$ cat src/rtl/crono_pkg.sv
// Shared types and constants for the cronometro_bcd countdown timer:
// FSM state encoding, packed-BCD time record and the load-validation helper.
package crono_pkg;

    localparam int BCD_W = 8;

    localparam logic [BCD_W-1:0] SEC_MAX = 8'h59;

    typedef enum logic [1:0] {
        IDLE  = 2'd0,
        RUN   = 2'd1,
        PAUSE = 2'd2,
        DONE  = 2'd3
    } crono_state_t;

    typedef struct packed {
        logic [BCD_W-1:0] hh;
        logic [BCD_W-1:0] mm;
        logic [BCD_W-1:0] ss;
    } bcd_time_t;

    localparam bcd_time_t ZERO_TIME = '{hh: 8'h00, mm: 8'h00, ss: 8'h00};

    // Nibble-wise compare is valid once both nibbles are known to be decimal digits
    function automatic logic bcd_byte_ok(input logic [BCD_W-1:0] b,
                                         input logic [BCD_W-1:0] max_b);
        return (b[7:4] <= 4'd9) && (b[3:0] <= 4'd9) && (b <= max_b);
    endfunction

endpackage

$ cat src/rtl/bcd_byte_dec.sv
// One stage of the packed-BCD borrow chain: decrements a {tens,units} byte
// when borrow_in is set, wrapping tens to tens_max and signalling borrow_out.
module bcd_byte_dec
    import crono_pkg::*;
(
    input  logic [BCD_W-1:0] byte_in,
    input  logic [3:0]       tens_max,
    input  logic             borrow_in,
    output logic [BCD_W-1:0] byte_out,
    output logic             borrow_out
);

    logic [3:0] tens_s;
    logic [3:0] units_s;

    assign tens_s  = byte_in[7:4];
    assign units_s = byte_in[3:0];

    // Borrow-chain decrement of a single packed-BCD byte
    always_comb begin
        byte_out   = byte_in;
        borrow_out = 1'b0;
        if (!borrow_in) begin
            byte_out   = byte_in;
            borrow_out = 1'b0;
        end else if (units_s != 4'd0) begin
            byte_out   = {tens_s, units_s - 4'd1};
            borrow_out = 1'b0;
        end else if (tens_s != 4'd0) begin
            byte_out   = {tens_s - 4'd1, 4'd9};
            borrow_out = 1'b0;
        end else begin
            byte_out   = {tens_max, 4'd9};
            borrow_out = 1'b1;
        end
    end

endmodule

$ cat src/rtl/cronometro_bcd.sv
// HH:MM:SS packed-BCD countdown timer with a display snapshot register.
// Define CRONO_FRAME_SYNC_EN to refresh timer_out* only after a synchronised vblank rise.
module cronometro_bcd
    import crono_pkg::*;
#(
    parameter int               CLK_HZ = 100_000_000,
    parameter logic [BCD_W-1:0] HH_MAX = 8'h23
) (
    input  logic             clk,
    input  logic             reset,
    input  logic             load,
    input  logic             start,
    input  logic             stop,
    input  logic [BCD_W-1:0] hh_in,
    input  logic [BCD_W-1:0] mm_in,
    input  logic [BCD_W-1:0] ss_in,
    input  logic             vblank,
    output logic [BCD_W-1:0] timer_out1,
    output logic [BCD_W-1:0] timer_out2,
    output logic [BCD_W-1:0] timer_out3,
    output logic             running,
    output logic             done,
    output logic             load_err
);

    localparam int              PS_W   = (CLK_HZ > 1) ? $clog2(CLK_HZ) : 1;
    localparam logic [PS_W-1:0] PS_TC  = PS_W'(CLK_HZ - 1);
    localparam logic [PS_W-1:0] PS_ONE = PS_W'(1);

    crono_state_t    state_r;
    bcd_time_t       cnt_r;
    bcd_time_t       snap_r;
    logic [PS_W-1:0] ps_r;
    logic            running_r;
    logic            done_r;
    logic            load_err_r;

    bcd_time_t       dec_s;
    logic            ss_borrow_s;
    logic            mm_borrow_s;
    logic            cnt_zero_s;
    logic            dec_zero_s;
    logic            load_ok_s;
    logic            ps_wrap_s;

    // The chain always decrements; borrowing out of the hours byte means the count is 00:00:00
    bcd_byte_dec u_dec_ss (
        .byte_in    (cnt_r.ss),
        .tens_max   (SEC_MAX[7:4]),
        .borrow_in  (1'b1),
        .byte_out   (dec_s.ss),
        .borrow_out (ss_borrow_s)
    );

    bcd_byte_dec u_dec_mm (
        .byte_in    (cnt_r.mm),
        .tens_max   (SEC_MAX[7:4]),
        .borrow_in  (ss_borrow_s),
        .byte_out   (dec_s.mm),
        .borrow_out (mm_borrow_s)
    );

    bcd_byte_dec u_dec_hh (
        .byte_in    (cnt_r.hh),
        .tens_max   (HH_MAX[7:4]),
        .borrow_in  (mm_borrow_s),
        .byte_out   (dec_s.hh),
        .borrow_out (cnt_zero_s)
    );

    // Load validation, terminal-count and zero detection
    always_comb begin
        load_ok_s  = bcd_byte_ok(hh_in, HH_MAX)
                  && bcd_byte_ok(mm_in, SEC_MAX)
                  && bcd_byte_ok(ss_in, SEC_MAX);
        ps_wrap_s  = (ps_r == PS_TC);
        dec_zero_s = (dec_s == ZERO_TIME);
    end

    // Control FSM, prescaler and counter; a load (even a rejected one) owns the cycle
    always_ff @(posedge clk or negedge reset) begin
        if (!reset) begin
            state_r    <= IDLE;
            cnt_r      <= ZERO_TIME;
            ps_r       <= '0;
            running_r  <= 1'b0;
            done_r     <= 1'b0;
            load_err_r <= 1'b0;
        end else begin
            load_err_r <= 1'b0;
            if (load) begin
                if (load_ok_s) begin
                    cnt_r     <= '{hh: hh_in, mm: mm_in, ss: ss_in};
                    ps_r      <= '0;
                    done_r    <= 1'b0;
                    state_r   <= IDLE;
                    running_r <= 1'b0;
                end else begin
                    load_err_r <= 1'b1;
                end
            end else begin
                case (state_r)
                    IDLE: begin
                        if (start && !cnt_zero_s) begin
                            state_r   <= RUN;
                            running_r <= 1'b1;
                        end
                    end
                    RUN: begin
                        if (stop) begin
                            // A tick due on the stop edge is deferred to the first cycle after resume
                            state_r   <= PAUSE;
                            running_r <= 1'b0;
                            if (!ps_wrap_s) begin
                                ps_r <= ps_r + PS_ONE;
                            end
                        end else if (ps_wrap_s) begin
                            ps_r <= '0;
                            if (!cnt_zero_s) begin
                                cnt_r <= dec_s;
                            end
                            if (dec_zero_s || cnt_zero_s) begin
                                state_r   <= DONE;
                                running_r <= 1'b0;
                                done_r    <= 1'b1;
                            end
                        end else begin
                            ps_r <= ps_r + PS_ONE;
                        end
                    end
                    PAUSE: begin
                        if (start) begin
                            state_r   <= RUN;
                            running_r <= 1'b1;
                        end
                    end
                    DONE: begin
                        state_r <= DONE;
                    end
                    default: begin
                        state_r   <= IDLE;
                        running_r <= 1'b0;
                    end
                endcase
            end
        end
    end

`ifdef CRONO_FRAME_SYNC_EN
    logic vb_meta_r;
    logic vb_sync_r;
    logic vb_prev_r;
    logic vb_rise_s;

    assign vb_rise_s = vb_sync_r & ~vb_prev_r;

    // Synchronise vblank and refresh the snapshot once per frame
    always_ff @(posedge clk or negedge reset) begin
        if (!reset) begin
            vb_meta_r <= 1'b0;
            vb_sync_r <= 1'b0;
            vb_prev_r <= 1'b0;
            snap_r    <= ZERO_TIME;
        end else begin
            vb_meta_r <= vblank;
            vb_sync_r <= vb_meta_r;
            vb_prev_r <= vb_sync_r;
            if (vb_rise_s) begin
                snap_r <= cnt_r;
            end
        end
    end
`else
    logic vblank_unused_s;

    assign vblank_unused_s = vblank;

    // Snapshot simply trails the counter by one cycle
    always_ff @(posedge clk or negedge reset) begin
        if (!reset) begin
            snap_r <= ZERO_TIME;
        end else begin
            snap_r <= cnt_r;
        end
    end
`endif

    assign timer_out1 = snap_r.hh;
    assign timer_out2 = snap_r.mm;
    assign timer_out3 = snap_r.ss;
    assign running    = running_r;
    assign done       = done_r;
    assign load_err   = load_err_r;

endmodule

$ cat config.mk
export PLATFORM = sky130hd
export DESIGN_NAME = cronometro_bcd
export DESIGN_NICKNAME = d
export VERILOG_FILES = /design/src/rtl/crono_pkg.sv /design/src/rtl/bcd_byte_dec.sv /design/src/rtl/cronometro_bcd.sv
export SDC_FILE = /design/constraint.sdc
export NUM_CORES = 1
export LEC_CHECK = 0
export CORE_MARGIN = 2
export CORE_UTILIZATION = 50
export CTS_CLUSTER_SIZE = 10
export DETAILED_ROUTE_END_ITERATION = 10
export PLACE_DENSITY = 0.84
export SYNTH_ARGS = -nofsm -noshare
export SYNTH_HDL_FRONTEND = slang
export SYNTH_SLANG_ARGS = --single-unit
$ cat constraint.sdc
create_clock -name clk -period 2.4 [get_ports clk]
set_input_delay 0.48 -clock clk [delete_from_list [all_inputs] [get_ports clk]]
set_output_delay 0.48 -clock clk [all_outputs]
set_load 0.01 [all_outputs]
==> results of run 1 <==
-- cell families after synthesis --
| logic type | Yosys count | share of synthesized area (%) |
|---|---|---|
| adders and majority gates | 2 | 0.6071 |
| and+or+nand+nor | 182 | 23.83 |
| muxes | 4 | 1.002 |
| DFF | 80 | 48.57 |
| xor gates and xnor gates | 12 | 2.550 |
| AOI/OAI and AO/OA | 128 | 20.04 |
| buffers and inverters | 35 | 3.400 |
-- per-layer routing --
metal / part of all wire (%) / wire length, µm / vias to the layer above / GRT usage [%]
li1: - / - / 1889 / -
met4: 3.4 / 408 / 0 / 13.41
met3: 6.8 / 814 / 51 / 5.028
met2: 51 / 6186 / 216 / 45.27
met1: 38 / 4611 / 2002 / 31.77
met5: 0 / 0 / - / 0
-- critical path, cell delays in order --
cell and delay (ns):
sky130_fd_sc_hd__clkdlybuf4s50_1 0.46, sky130_fd_sc_hd__o31ai_2 0.33, sky130_fd_sc_hd__nand4_1 0.22, sky130_fd_sc_hd__buf_4 0.20, sky130_fd_sc_hd__nor2_1 0.11, sky130_fd_sc_hd__a41oi_1 0.16
sky130_fd_sc_hd__or4b_2 0.67, sky130_fd_sc_hd__nand3_1 0.13
-- power by group through the flow --
stage / Sequential, mW / Combinational [mW] / Clock, mW
2_1_floorplan: 1.79 / 0.478 / 0
3_3_place_gp: 1.75 / 1.05 / 0
3_5_place_dp: 1.76 / 1.09 / 0
4_1_cts: 1.73 / 1.10 / 1.18
5_1_grt: 1.77 / 1.27 / 1.24
6_report: 1.75 / 1.18 / 1.17
-- synthesized netlist by cell type (all sizes together) (3+ instances only) --
library cell and n:
dfrtp 80, nor2 42, nand2 41, o21ai 36
a21oi 33, nor3 19, inv 15, clkbuf 13
nand3 13, nor4 10, and3 9, nand4 9
xnor2 9, buf 7, or3 7, a22oi 6
and4 5, nand2b 5, o211ai 5, o22ai 5
a22o 4, a21o 3, a221o 3, a31oi 3
and2 3, mux2i 3, nand3b 3, nor3b 3
nor4b 3, o22a 3, o2bb2ai 3, o31ai 3
or2 3, or4 3, xor2 3
-- final cells by class --
| class | count | area, µm² | share of cell area [%] |
|---|---|---|---|
| multi-input combinational | 328 | 2116 | 37.29 |
| sequential | 80 | 2003 | 35.30 |
| timing repair buffer | 132 | 1145 | 20.18 |
| tap | 105 | 131.4 | 2.315 |
| clock buffer | 10 | 127.6 | 2.249 |
| clock inverter | 4 | 95.09 | 1.676 |
| inverter | 15 | 56.30 | 0.9923 |
-- stage by stage --
stage	TNS [ns]	cells	power (mW)	setup WS [ns]	util, %
2_1_floorplan	0	443	2.267	0.1281	-
3_3_place_gp	-6.407	655	2.795	-0.2975	65.06
3_5_place_dp	-8.092	655	2.856	-0.3357	65.06
4_1_cts	0	669	4.018	0.007832	67.87
5_1_grt	-1.316	674	4.286	-0.1771	70.11
6_report	-0.08494	674	4.092	-0.07330	70.11
-- sequential cells by signal, summed over array words and instances, names as in the netlist --
signal	flops
cnt_r	24
load_err	1
running	1
state_r	2
timer_out2	8
done	1
timer_out1	8
timer_out3	8
ps_r	27
-- repair_timing --
action	4_1_cts	5_1_grt
hold buffers	0	0
resized for setup	2	33
setup buffers	0	5
endpoints found under the setup margin	2	34
pin swaps	0	14
-- path summary, 6_finish.rpt --
| path | to | cells after the start |
|---|---|---|
| max in group asynchronous | timer_out1[7] | 2 |
| min in group clk | timer_out2[7] | 0 |
| worst min register to register | timer_out2[7] | 0 |
| worst min-delay path | cnt_r[15] | 1 |
| worst max register to register | state_r[0] | 8 |
| worst max-delay path | ps_r[13] | 8 |
==> results.toml, run 1 <==
[finish]
most_frequent_standard_cell_in_the_layout_excluding_fill_and_tap_cells = "sky130_fd_sc_hd__dfrtp_1"
filler_cell_count_in_the_final_layout = 562
final_cell_area_um2 = 5674
nets = 598
drive_gt1_share_pct = 23.20
layout_common_cells = "79 x sky130_fd_sc_hd__dfrtp_1, 74 x sky130_fd_sc_hd__buf_4, 53 x sky130_fd_sc_hd__clkdlybuf4s50_1"
layout-area-overhead-vs-synth_pct = 37.67
num_antenna_cells = 0

[floorplanning]
starting_density_of_the_core_pct = 50.93
die_width_um = 94.79
core-area_um2 = 8093
io-pin-count = 57
dieArea_um2 = 8985
rows = 33
die_y_um = 94.79

[sta]
clock-skew-final_ns = 0.01326
drv_slew = 0
final_critical_path_setup_slack_ns = -0.07330
setup_viol = 2
final-hold-violation-count = 0
rsz0062_at_grt = "true"
fmax_ghz = 0.4043
worst-slew-pin-transition_ns = 0.5229
hold_ws_ns = 0.06910
layout_worst_path_cycle_share_pct = 103.1
worst_slew_margin_rel_pct = 64.77
period_needed_ns = 2.473

[worst_setup_path]
worstSetupPathType = "in2reg"
crit_path_max_fanout = 2
critical_path_arrival_ns = 2.76
worstReg2RegStart = "cnt_r[14]"
r2r_setup_slack_ns = -0.01
setup.worst_path.start_class = "primary input"
cp.required_ns = 2.68
worst_setup_path_startpoint = "hh_in[4]"
crit_path_end_kind = "flip-flop"

[pwr]
worst_ir_drop_vdd_mv = 0.4131
power.internal_mw = 2.814
power.share.clock_pct = 28.6
pwr-share-seq_pct = 42.7
fraction_of_power_consumed_by_combinational_cells_pct = 28.7
net-switching-power_mw = 1.278
p_sw_share_pct = 31.23
power_leakage_nw = 2.406
pwr_density_cell_nw_per_um2 = 721.1

[yosys]
synthesis.area_um2 = 4121
synth_largest_area_cell = "sky130_fd_sc_hd__dfrtp_1"
synth.yosys.warnings = 0
synth.ff_latch_count = 80
yosysUniqueCellTypes = 63
synth.net_count = 475
synthesis.instances = 443
synth_sequential_area_ratio_pct = 48.57
post-synth-top-area-fraction_pct = 48.57
synthTopCellsByArea = "sky130_fd_sc_hd__dfrtp_1 49%, sky130_fd_sc_hd__a21oi_1 4.0%, sky130_fd_sc_hd__o21ai_0 3.9%, sky130_fd_sc_hd__nor2_1 3.8%, sky130_fd_sc_hd__nand2_1 3.7%"
post_synth_edffs = 0
postSynthAreaPerCell_um2 = 9.304
synth_async_sr_flop_share_pct = 100.0
synth_ff_type = "sky130_fd_sc_hd__dfrtp_1"

[global_routing]
antenna_found_initial = 0
grt_use_total_pct = 26.46
first_global_vias = 3946
largest_net_degree_at_the_start_of_global_routing = 44
overflow = 0
grt_first_pass_wirelength_um = 18510

[place]
gpl.final_weighted_congestion = 0.8980
number_of_port_buffers = 55
hpwlAfterDp_um = 8238
placed_area_um2 = 5265

[run_status]
violated_checks = "setup timing"
run_status = "finished with violations"

[route]
firstDrtPassIters = 5
final_antenna_net_count = 0
detail_route.wl_per_cell_um = 17.83
routed_wl_um = 12020
drc = 0
first_iter_violations = 320
vias_per_cell = 6.169
routed-via-count = 4158

[clocking]
cts_sinks = 80
clk_latency_ns = 0.36
tritoncts = "done"
cts-root-to-sink-buffers = 2
cts-htree-levels = 3
clock_tree.root_cell = "sky130_fd_sc_hd__clkbuf_8"
cts_made_buffers = 9
clkSlewWorstSetupHoldPaths_ns = 0.08

[min_path]
hold_path.class = "in2async"

[run]
maxCapViolCount = 0
(Power assumes the default switching activity.)
==> run 2, diff against run 1 <==
--- a/config.mk
+++ b/config.mk
@@ -5,7 +5,6 @@
 export SDC_FILE = /design/constraint.sdc
 export NUM_CORES = 1
 export LEC_CHECK = 0
-export CORE_MARGIN = 2
 export CORE_UTILIZATION = 50
 export CTS_CLUSTER_SIZE = 10
 export DETAILED_ROUTE_END_ITERATION = 10
==> run 2 against run 1 <==
  * The flow still finishes with violations (setup timing)
  * Global-route usage increased by 2.6 points
  * Combinational power increased by 13%
  * Fmax decreased by 0.79%
  * Largest cell class unchanged
  * Highest routed layer unchanged
==> results.toml, run 2 (synthesis results as in run 1) <==
[sta]
hold_ws_ns = 0.08149
layout_worst_path_cycle_share_pct = 103.9
worst_slew_margin_rel_pct = 64.99
period_needed_ns = 2.493
clock-skew-final_ns = 0.01611
final_critical_path_setup_slack_ns = -0.09288
totalNegativeSetupSlack_ns = -0.2098
setup_viol = 6
final-hold-violation-count = 0
rsz0062_at_grt = "true"
worst-slew-pin-transition_ns = 0.5251
fmax_ghz = 0.4011
drv_slew = 0

[run_status]
run_status = "finished with violations"
violated_checks = "setup timing"

[worst_setup_path]
r2r_setup_slack_ns = -0.09
crit_slowest_cell = "sky130_fd_sc_hd__or4_1"
worstReg2RegStart = "cnt_r[14]"
crit_path_end_kind = "flip-flop"
cells_along_the_critical_path = "nor4_2 > buf_4 > nand4_1 > buf_4 > or2_2 > or4_1 > a21oi_2 > a221o_1"
slowest_delay_ns = 0.44
setup.worst_path.start_class = "flip-flop"
worstSetupPathType = "reg2reg"
critical_path_arrival_ns = 2.80
rr_worst_depth = 8
worstReg2RegEnd = "cnt_r[17]"
crit_path_max_fanout = 5
cp.required_ns = 2.71
cp.buffers_inverters = 2
critical-path-top-delay-family = "simple AND/OR/NAND/NOR gates"
crit_top_cell = "sky130_fd_sc_hd__buf_4"

[clocking]
clock_tree.root_cell = "sky130_fd_sc_hd__clkbuf_8"
hold_buffers = 0
cts_made_buffers = 9
tritoncts = "done"
cts_sinks = 80
cts-root-to-sink-buffers = 2
cts-htree-levels = 3
clkSlewWorstSetupHoldPaths_ns = 0.09
clk_latency_ns = 0.37

[finish]
top_regs = "ps_r: 27 flops, cnt_r: 24 flops"
final_cell_area_um2 = 5923
largest-register = "ps_r"
drive_gt1_share_pct = 28.50
most_frequent_standard_cell_in_the_layout_excluding_fill_and_tap_cells = "sky130_fd_sc_hd__buf_4"
num_antenna_cells = 0
layout-area-overhead-vs-synth_pct = 43.72
multi_input_area_um2 = 2202
largest_register_ffs = 27
final_cells = 695
layout_common_cells = "93 x sky130_fd_sc_hd__buf_4, 79 x sky130_fd_sc_hd__dfrtp_1, 52 x sky130_fd_sc_hd__clkdlybuf4s50_1"
layout.area.seq_um2 = 2003
filler_cell_count_in_the_final_layout = 507
nets = 620

[floorplanning]
dieArea_um2 = 8610
io-pin-count = 57
starting_density_of_the_core_pct = 52.52
die_y_um = 92.79
die_width_um = 92.79
core-area_um2 = 7848
rows = 32

[global_routing]
first_global_vias = 4126
largest_net_degree_at_the_start_of_global_routing = 42
overflow = 0
grt_use_total_pct = 29.02
grt_first_pass_wirelength_um = 19410
antenna_found_initial = 0

[pwr]
pwr-share-seq_pct = 42.3
fraction_of_power_consumed_by_combinational_cells_pct = 32.2
power.internal_mw = 2.709
power_leakage_nw = 2.550
power.share.clock_pct = 25.5
p_sw_share_pct = 34.38
net-switching-power_mw = 1.419
worst_ir_drop_vdd_mv = 0.4250
total_power_mw = 4.128
pwr_density_cell_nw_per_um2 = 696.9

[route]
met2_length_um = 6855
routed-via-count = 4380
first_iter_violations = 453
topRoutingLayerUsed = "met4"
wl_met1_um = 4959
drc = 0
routed_wl_um = 13340
firstDrtPassIters = 6
final_antenna_net_count = 0
detail_route.wl_per_cell_um = 19.19
detailroute.wirelength.met3_um = 1021
vias_per_cell = 6.302

[place]
placed_area_um2 = 5344
placed_cells = 663
number_of_port_buffers = 55
hpwlAfterDp_um = 8406
gpl.final_weighted_congestion = 0.9011

[run]
maxCapViolCount = 0

[min_path]
hold_path.class = "in2async"
==> run 2: cell types whose count changed in the layout (fill, tap and decap cells not counted), sizes merged <==
cell	before	now
buf	79	101
dlymetal6s2s	0	1
clkbuf	10	11
clkinv	1	3
clkdlybuf4s50	53	52
inv	15	16
bufinv	3	1
==> run 2: how the worst max path moves through the flow <==
stage	from	endpoint	slack, ns	cells past startpoint
after floorplan	ps_r[0]	cnt_r[12]	0.13	9
after CTS	hh_in[4]	ps_r[12]	0.01	9
after detailed placement	hh_in[4]	cnt_r[2]	-0.36	9
after global routing	cnt_r[14]	cnt_r[4]	-0.20	11
after global placement	hh_in[4]	ps_r[26]	-0.31	10
final	cnt_r[14]	cnt_r[17]	-0.09	8
==> run 2: power groups by stage <==
stage                     clock network [mW]  registers [mW]  logic [mW]
final                                   1.05            1.75        1.33
after global routing                    1.12            1.77        1.42
after CTS                               1.05            1.73        1.17
after detailed placement                   0            1.75        1.15
after global placement                     0            1.74        1.09
after floorplan                            0            1.79       0.478
==> run 2: routing by layer <==
layer / GRT usage (%) / up-vias
li1: - / 1939
met1: 34.35 / 2103
met2: 50.49 / 274
met3: 6.240 / 64
met4: 12.69 / 0
met5: 0 / -
==> run 2: per-stage QoR <==
stage | setup WS (ns) | utilization [%]
5_1_grt | -0.1987 | 75.48
6_report | -0.09288 | 75.48
2_1_floorplan | 0.1281 | -
3_5_place_dp | -0.3589 | 68.10
3_3_place_gp | -0.3123 | 68.10
4_1_cts | 0.01042 | 71.06
==> run 2: worst register-to-register path: stages, from the launching register on <==
cell                      delay (ns)
sky130_fd_sc_hd__dfrtp_1        0.40
sky130_fd_sc_hd__nor4_2         0.33
sky130_fd_sc_hd__buf_4          0.18
sky130_fd_sc_hd__nand4_1        0.19
sky130_fd_sc_hd__buf_4          0.22
sky130_fd_sc_hd__or2_2          0.36
sky130_fd_sc_hd__or4_1          0.44
sky130_fd_sc_hd__a21oi_2        0.16
sky130_fd_sc_hd__a221o_1        0.14
==> run 2: layout make-up <==
| type | count | share of cell area (%) |
|---|---|---|
| tap | 102 | 2.155 |
| inverter | 15 | 0.9506 |
| multi-input combinational | 328 | 37.18 |
| clock buffer | 11 | 2.387 |
| clock inverter | 5 | 1.098 |
| sequential | 80 | 33.82 |
| timing repair buffer | 154 | 22.41 |
==> run 2: what timing repair did <==
item,in CTS,in global routing
gates resized for setup,6,66
cloned,0,2
setup buffers,0,15
setup endpoints to repair,10,41
pin swaps,2,32
==> run 3, diff against run 2 <==
--- a/config.mk
+++ b/config.mk
@@ -8,7 +8,7 @@
 export CORE_UTILIZATION = 50
 export CTS_CLUSTER_SIZE = 10
 export DETAILED_ROUTE_END_ITERATION = 10
-export PLACE_DENSITY = 0.84
+export PLACE_DENSITY_LB_ADDON = 0.3
 export SYNTH_ARGS = -nofsm -noshare
 export SYNTH_HDL_FRONTEND = slang
 export SYNTH_SLANG_ARGS = --single-unit
==> run 3 against run 2 <==
  * The flow now finishes without violations
  * Clock power hardly changed
  * Clock skew is 0.0048 ns lower
  * Fmax is 6.7% higher
  * Critical endpoint is now running
==> results.toml, run 3 (synthesis results as in run 1) <==
[finish]
nets = 609
top_regs = "ps_r: 27 flops, cnt_r: 24 flops"
most_frequent_standard_cell_in_the_layout_excluding_fill_and_tap_cells = "sky130_fd_sc_hd__buf_4"
layout-area-overhead-vs-synth_pct = 38.07
filler_cell_count_in_the_final_layout = 583
layout.area.seq_um2 = 2002
num_antenna_cells = 0
drive_gt1_share_pct = 23.06
final_core_utilization_pct = 72.51
multi_input_area_um2 = 2062
largest_register_ffs = 27
largest-register = "ps_r"
layout_common_cells = "85 x sky130_fd_sc_hd__buf_4, 80 x sky130_fd_sc_hd__dfrtp_1, 52 x sky130_fd_sc_hd__clkdlybuf4s50_1"

[route]
drc = 0
first_iter_violations = 286
final_antenna_net_count = 0
detail_route.wl_per_cell_um = 16.71
routed_wl_um = 11410
vias_per_cell = 5.876
routed-via-count = 4013
firstDrtPassIters = 5

[clocking]
cts_sinks = 80
clock_tree.root_cell = "sky130_fd_sc_hd__clkbuf_8"
cts-root-to-sink-buffers = 2
clk_latency_ns = 0.35
hold_buffers = 0
cts_made_buffers = 9
cts-htree-levels = 3
clkSlewWorstSetupHoldPaths_ns = 0.08
tritoncts = "done"

[global_routing]
grt_first_pass_wirelength_um = 18110
largest_net_degree_at_the_start_of_global_routing = 42
grt_use_total_pct = 26.74
antenna_found_initial = 0
first_global_vias = 3829
overflow = 0

[floorplanning]
dieArea_um2 = 8610
core-area_um2 = 7848
rows = 32
starting_density_of_the_core_pct = 52.52
die_y_um = 92.79
die_width_um = 92.79
io-pin-count = 57

[place]
gpl.final_weighted_congestion = 0.9167
hpwlAfterDp_um = 8005
number_of_port_buffers = 55

[pwr]
pwr-share-seq_pct = 43.6
net-switching-power_mw = 1.244
fraction_of_power_consumed_by_combinational_cells_pct = 29.3
p_sw_share_pct = 31.40
power_leakage_nw = 2.439
power.internal_mw = 2.719
power.share.clock_pct = 27.1
pwr_density_cell_nw_per_um2 = 696.5
worst_ir_drop_vdd_mv = 0.3855

[sta]
setup_viol = 0
final-hold-violation-count = 0
drv_slew = 0
worst-slew-pin-transition_ns = 0.5290
fmax_ghz = 0.4279
clock-skew-final_ns = 0.01127
hold_ws_ns = 0.09474
period_needed_ns = 2.337
layout_worst_path_cycle_share_pct = 97.37
worst_slew_margin_rel_pct = 64.73
rsz0062_at_grt = "true"

[worst_setup_path]
slowest_delay_ns = 0.44
cells_along_the_critical_path = "nor4_4 > nand4_1 > a2111oi_2 > o2111ai_1 > o211ai_1 > o21ai_0 > a22o_1"
cp.buffers_inverters = 0
crit_path_end_kind = "flip-flop"
crit_path_max_fanout = 2
cp.required_ns = 2.65
critical-path-top-delay-family = "compound AO/OA/AOI/OAI gates"
crit_slowest_cell = "sky130_fd_sc_hd__a2111oi_2"
worstSetupPathType = "reg2reg"
critical_path_arrival_ns = 2.59
setup.worst_path.start_class = "flip-flop"

[run_status]
run_status = "finished, final reports clean"

[run]
maxCapViolCount = 0

[min_path]
hold_path.class = "in2async"
-- run 3: cell count changes in the layout (fill, tap and decap cells not counted), sizes merged --
cell	delta
bufinv	+1
inv	-1
clkinvlp	+3
clkbuf	-1
buf	-11
clkinv	-3
-- run 3: per-layer routing --
| metal | wire length, µm | up-vias | track usage, % |
|---|---|---|---|
| li1 | - | 1911 | - |
| met1 | 4641 | 1924 | 32.17 |
| met2 | 5852 | 148 | 47.61 |
| met3 | 664 | 30 | 4.023 |
| met4 | 252 | 0 | 10.77 |
| met5 | 0 | - | 0 |
-- run 3: timing repair --
item,4_1_cts,5_1_grt
cloned,0,1
pin swaps,1,13
setup buffers,0,7
gates resized for setup,3,20
endpoints found under the hold margin,0,0
setup endpoints to repair,2,39
-- run 3: stage by stage --
step / TNS, ns / cells / setup slack, ns / total power, mW / area, µm²
4_1_cts: 0 / 676 / 0.01344 / 3.934 / 5562
2_1_floorplan: 0 / 443 / 0.1281 / 2.267 / 4121
3_3_place_gp: -8.017 / 661 / -0.3219 / 2.822 / 5341
3_5_place_dp: -9.045 / 661 / -0.3491 / 2.862 / 5341
6_report: 0 / 683 / 0.06300 / 3.964 / 5690
5_1_grt: -0.1347 / 683 / -0.06835 / 4.168 / 5690
-- run 3: worst reg2reg max path, delay by kind of cell (launching register included) --
kind | cells | cell delay [ns]
AO/OA/AOI/OAI | 5 | 1.27
flip-flops | 1 | 0.42
AND/OR/NAND/NOR | 2 | 0.54
-- run 3: final cells by class --
class | count | share of cell area (%)
clock buffers | 10 | 2.243
inverters | 15 | 0.9894
clock inverters | 5 | 1.451
multi-input cells | 328 | 36.24
well taps | 102 | 2.243
flip-flops and latches | 80 | 35.18
repair buffers | 143 | 21.66
-- run 3: worst paths after layout --
check,slack (ns),cells after the start,to,startpoint
max in group asynchronous,1.68,2,ps_r[24],reset
worst max-delay path,0.06,7,running,cnt_r[12]
worst max register to register,0.06,7,running,cnt_r[12]
worst min-delay path,0.09,1,timer_out2[7],reset
min in group clk,0.46,2,cnt_r[18],hh_in[2]
worst min register to register,0.46,0,timer_out3[5],cnt_r[5]
-- run 3: power by group through the flow --
stage / clock (mW) / sequential, mW / combinational, mW
floorplan: 0 / 1.79 / 0.478
global placement: 0 / 1.74 / 1.08
detailed placement: 0 / 1.75 / 1.11
CTS: 1.09 / 1.72 / 1.12
global route: 1.14 / 1.76 / 1.27
finish: 1.07 / 1.73 / 1.16
